[src/rtl/hamming_secded_decoder.sv]
// Bit-serial SECDED Hamming(16,11) decoder: scans a captured codeword one bit per
// cycle, then corrects single errors / flags double errors and counts both kinds.
`timescale 1ns/1ps

module hamming_secded_decoder #(
    parameter int CNT_W = 8
) (
    input  logic             clk,
    input  logic             reset,
    input  logic             in_valid,
    output logic             in_ready,
    input  logic [15:0]      codeword_in,
    output logic             out_valid,
    input  logic             out_ready,
    output logic [10:0]      data_out,
    output logic [1:0]       status,
    output logic [CNT_W-1:0] single_cnt,
    output logic [CNT_W-1:0] double_cnt
);

    localparam logic [1:0] IDLE  = 2'd0;
    localparam logic [1:0] SCAN  = 2'd1;
    localparam logic [1:0] CHECK = 2'd2;
    localparam logic [1:0] OUT   = 2'd3;

    localparam logic [1:0] ST_CLEAN  = 2'b00;
    localparam logic [1:0] ST_SINGLE = 2'b01;
    localparam logic [1:0] ST_DOUBLE = 2'b10;

    logic [1:0]  state;
    logic [15:0] code;
    logic [3:0]  cnt;
    logic [3:0]  syndrome;
    logic        parity;

    logic [15:0] fixed;
    logic [1:0]  verdict;
    logic [10:0] extracted;

    assign in_ready = (state == IDLE);

    // Odd overall parity means exactly one flipped bit; a zero syndrome then points at p0.
    always_comb begin
        fixed   = code;
        verdict = ST_CLEAN;
        if (parity) begin
            verdict = ST_SINGLE;
            if (syndrome != 4'd0)
                fixed = code ^ (16'd1 << syndrome);
        end else if (syndrome != 4'd0) begin
            verdict = ST_DOUBLE;
        end
        extracted = {fixed[15:9], fixed[7:5], fixed[3]};
    end

    always_ff @(posedge clk) begin
        if (reset) begin
            state      <= IDLE;
            code       <= 16'd0;
            cnt        <= 4'd0;
            syndrome   <= 4'd0;
            parity     <= 1'b0;
            out_valid  <= 1'b0;
            data_out   <= 11'd0;
            status     <= ST_CLEAN;
            single_cnt <= '0;
            double_cnt <= '0;
        end else begin
            case (state)
                IDLE: begin
                    if (in_valid) begin
                        code     <= codeword_in;
                        cnt      <= 4'd0;
                        syndrome <= 4'd0;
                        parity   <= 1'b0;
                        state    <= SCAN;
                    end
                end
                SCAN: begin
                    if (code[cnt]) begin
                        parity   <= ~parity;
                        syndrome <= syndrome ^ cnt;
                    end
                    cnt <= cnt + 4'd1;
                    if (cnt == 4'd15)
                        state <= CHECK;
                end
                CHECK: begin
                    data_out  <= extracted;
                    status    <= verdict;
                    out_valid <= 1'b1;
                    // Counters move once per decoded word and stick at all-ones.
                    if (verdict == ST_SINGLE && single_cnt != '1)
                        single_cnt <= single_cnt + CNT_W'(1);
                    if (verdict == ST_DOUBLE && double_cnt != '1)
                        double_cnt <= double_cnt + CNT_W'(1);
                    state <= OUT;
                end
                OUT: begin
                    if (out_ready) begin
                        out_valid <= 1'b0;
                        state     <= IDLE;
                    end
                end
                default: state <= IDLE;
            endcase
        end
    end

endmodule

[config.mk]
export PLATFORM = sky130hd
export DESIGN_NAME = hamming_secded_decoder
export DESIGN_NICKNAME = d
export VERILOG_FILES = /design/src/rtl/hamming_secded_decoder.sv
export SDC_FILE = /design/constraint.sdc
export NUM_CORES = 1
export LEC_CHECK = 0
export ABC_AREA = 0
export CAP_MARGIN = 10
export CORE_AREA = 2 2 77 79
export CTS_BUF_LIST = sky130_fd_sc_hd__clkbuf_16
export DETAILED_ROUTE_END_ITERATION = 10
export DIE_AREA = 0 0 79 81
export DONT_BUFFER_PORTS = 1
export SLEW_MARGIN = 20
export SYNTH_ARGS = -nofsm -noshare
export SYNTH_HDL_FRONTEND = slang
export SYNTH_SLANG_ARGS = --single-unit
[constraint.sdc]
create_clock -name clk -period 2.4 [get_ports clk]
set_clock_uncertainty 0.1 [all_clocks]
set_input_delay 0.48 -clock clk [delete_from_list [all_inputs] [get_ports clk]]
set_output_delay 0.48 -clock clk [all_outputs]
set_load 0.02 [all_outputs]
==> flow_summary.yaml <==
synthesis:
  synth_compound_area_frac: 0.167
  ys_top_cells_by_count: "dfxtp_1 (57), nand2_1 (43), nor2_1 (36), a21oi_1 (23), nand2b_1 (16)"
  synth-adder-area-share: 0.0325
  synth_most_common_cell: "dfxtp_1"
  synth.area.mux_share: 0.0515
  synth_edf_count: 0
  synth-async-reset-ratio: 0
  yosys.area_share.simple: 0.248
  ys_seq_area_frac: 0.423
  yosys.area.top_type: "dfxtp_1"
  synth_area_leaders: "dfxtp_1 (42%), nand2_1 (6.0%), nor2_1 (5.0%)"
  ys.flop_type: "dfxtp_1"
  synth_top_family_by_area: "simple AND/OR/NAND/NOR gates"
  syn_inst: 320
  synth_area_um2: 2700
  synth_fp_nets: 347
  synth_top_cell_area_share: 0.423
  synth_xor_area_frac: 0.0422
  yosys_warnings: 0
  synth_area_per_cell_um2: 8.42
  ys_seq_elements: 57
  synth_cell_types: 43
clocking:
  cts_root_buffer: "clkbuf_16"
  holdBufCountCts: 0
  postCtsSetupRepairBufs: 0
  cts_resized: 0
  cts-htree-levels: 3
  cts_made_buffers: 9
  clock_latency_ns: 0.32
  clock_sinks: 57
  path_clk_slew_ns: 0.05
  ctsLongestPathBuffers: 2
  cts_tree: "done"
power:
  power.density_nw_per_um2: 1040
  p_leak_nw: 1.01
  ir_drop_mv: 0.701
critical_path:
  crit_required_ns: 2.54
  reg2reg_depth: 7
  critical_path_class: "reg2reg"
  worstReg2RegEnd: "parity"
  reg2reg_from: "state[0]"
  arrival_ns: 2.09
  cp-end-kind: "register"
  cp_max_fo: 7
  rrSetupSlack_ns: 0.45
  cp-start-kind: "register"
grt:
  grt_use_total: 0.192
  grt_overflow_total: 0
  antenna_found_initial: 0
  grt_max_degree: 60
  grt_pass1_wl_um: 9480
  grt_pass1_vias: 1966
placed_design:
  port_buffers: 0
  gp_congestion: 0.743
  hpwl_um: 3920
cells_and_area:
  fillers: 568
  drive_above_1_share: 0.0681
  nets: 346
  fin_util: 0.532
  antennaDiodeCount: 0
  multi_input_area_um2: 1460
  seq_area_um2: 1140
  syn2layout_area_growth_pct: 12.0
sta:
  fin_crit_sh: 0.812
  rsz0062_at_grt: "no"
  fin_setup_tns_ns: 0
  drv_slew: 0
  max_clock_freq_ghz: 0.513
  min_period_ns: 1.95
  slew_headroom: 0.654
  tightest_slew_ns: 0.519
  finalSetupViolCount: 0
  final-hold-violation-count: 0
die:
  ios: 51
  initial_utilization: 0.475
  row_count: 28
  chipHeight_um: 81
  die_x_um: 79
  fp.coreArea_um2: 5680
  fp.dieArea_um2: 6400
worst_hold_path:
  min_path_type: "in2reg"
  worstHoldStart: "reset"
  hold_end: "state[1]"
  hold_depth: 1
routing:
  wire_per_inst_um: 13.9
  ant_nets: 0
  num_vias: 2109
  dr.pass1.iters: 4
  drt_iter0_drc: 101
  routed_wl_um: 5550
  via_per_inst: 5.30
  drc_errors: 0
status:
  status: "complete, no violations"
job:
  max_cap_viol_count: 0
[flip-flops by register name, indices dropped and copies added (netlist names), 2 cells and up]
signal,cells
cnt,4
code,16
data_out,11
double_cnt,8
single_cnt,8
state,2
status,2
syndrome,4
[final cells by class]
cell class / instances / share of cell area
Multi-Input combinational cell: 240 / 0.483
Sequential cell: 57 / 0.378
Clock buffer: 9 / 0.0746
Tap cell: 75 / 0.0311
Clock inverter: 6 / 0.0170
Inverter: 9 / 0.0112
Timing Repair Buffer: 2 / 0.00497
[kinds of logic (layout without fill, tap and decap cells)]
family | count (synthesis) | in the layout
and+or+nand+nor | 142 | 142
AOI/OAI and AO/OA | 67 | 67
DFF | 57 | 57
buffers and inverters | 23 | 26
xor gates and xnor gates | 13 | 13
muxes | 11 | 11
adders and majority gates | 7 | 7
[routing by layer]
layer	track usage	share of wire
met1	0.248	0.48
met2	0.297	0.46
met3	0.0500	0.046
met4	0.0983	0.015
met5	0	0
[stage by stage]
stage | hold WS (ns) | instances | setup WS, ns | area, µm² | power, mW
2_1_floorplan | 0.332 | 320 | 0.590 | 2700 | 1.85
3_3_place_gp | 0.339 | 383 | 0.482 | 2740 | 1.98
3_5_place_dp | 0.344 | 383 | 0.438 | 2740 | 1.99
4_1_cts | 0.117 | 398 | 0.424 | 3020 | 3.19
5_1_grt | 0.116 | 398 | 0.281 | 3020 | 3.35
6_report | 0.130 | 398 | 0.451 | 3020 | 3.14
[critical path, stage by stage (launching register included)]
cell	delay, ns
dfxtp_1	0.37
inv_1	0.08
ha_1	0.34
nand2b_1	0.19
nand2_1	0.08
or2_0	0.26
or3_1	0.38
o31ai_2	0.06
[worst max-delay path by stage]
stage / start / to / slack, ns / cells after the start
6_report: state[0] / parity / 0.45 / 7
5_1_grt: state[0] / parity / 0.28 / 7
4_1_cts: state[0] / parity / 0.42 / 7
3_5_place_dp: state[0] / parity / 0.44 / 7
3_3_place_gp: state[0] / parity / 0.48 / 7
2_1_floorplan: state[0] / parity / 0.59 / 7
[where the power goes]
part / switching [mW] / internal [mW] / leakage [nW]
combinational: 0.412 / 0.238 / 0.401
clock: 0.401 / 0.779 / 0.141
sequential: 0.213 / 1.10 / 0.463
[cells in the final DEF (no fill, tap or decap), types with 2 or more instances in the layout]
| master | count |
|---|---|
| o21ai_1 | 6 |
| mux2i_1 | 9 |
| nand2_1 | 43 |
| buf_4 | 2 |
| inv_1 | 9 |
| nand4_1 | 2 |
| a22oi_1 | 2 |
| or3_1 | 13 |
| dfxtp_1 | 57 |
| o21ai_0 | 12 |
| a211oi_1 | 2 |
| nor2b_1 | 3 |
| nor2_1 | 36 |
| a21oi_1 | 23 |
| nor3_1 | 12 |
| a311oi_1 | 9 |
| nand3_1 | 10 |
| a211o_1 | 3 |
| ha_1 | 7 |
| clkinv_1 | 2 |
| clkbuf_16 | 9 |
| xnor2_1 | 11 |
| xor2_1 | 2 |
| nand3b_1 | 3 |
| nand2b_1 | 16 |
| clkinv_2 | 2 |
Power figures use the tool's default switching activity.
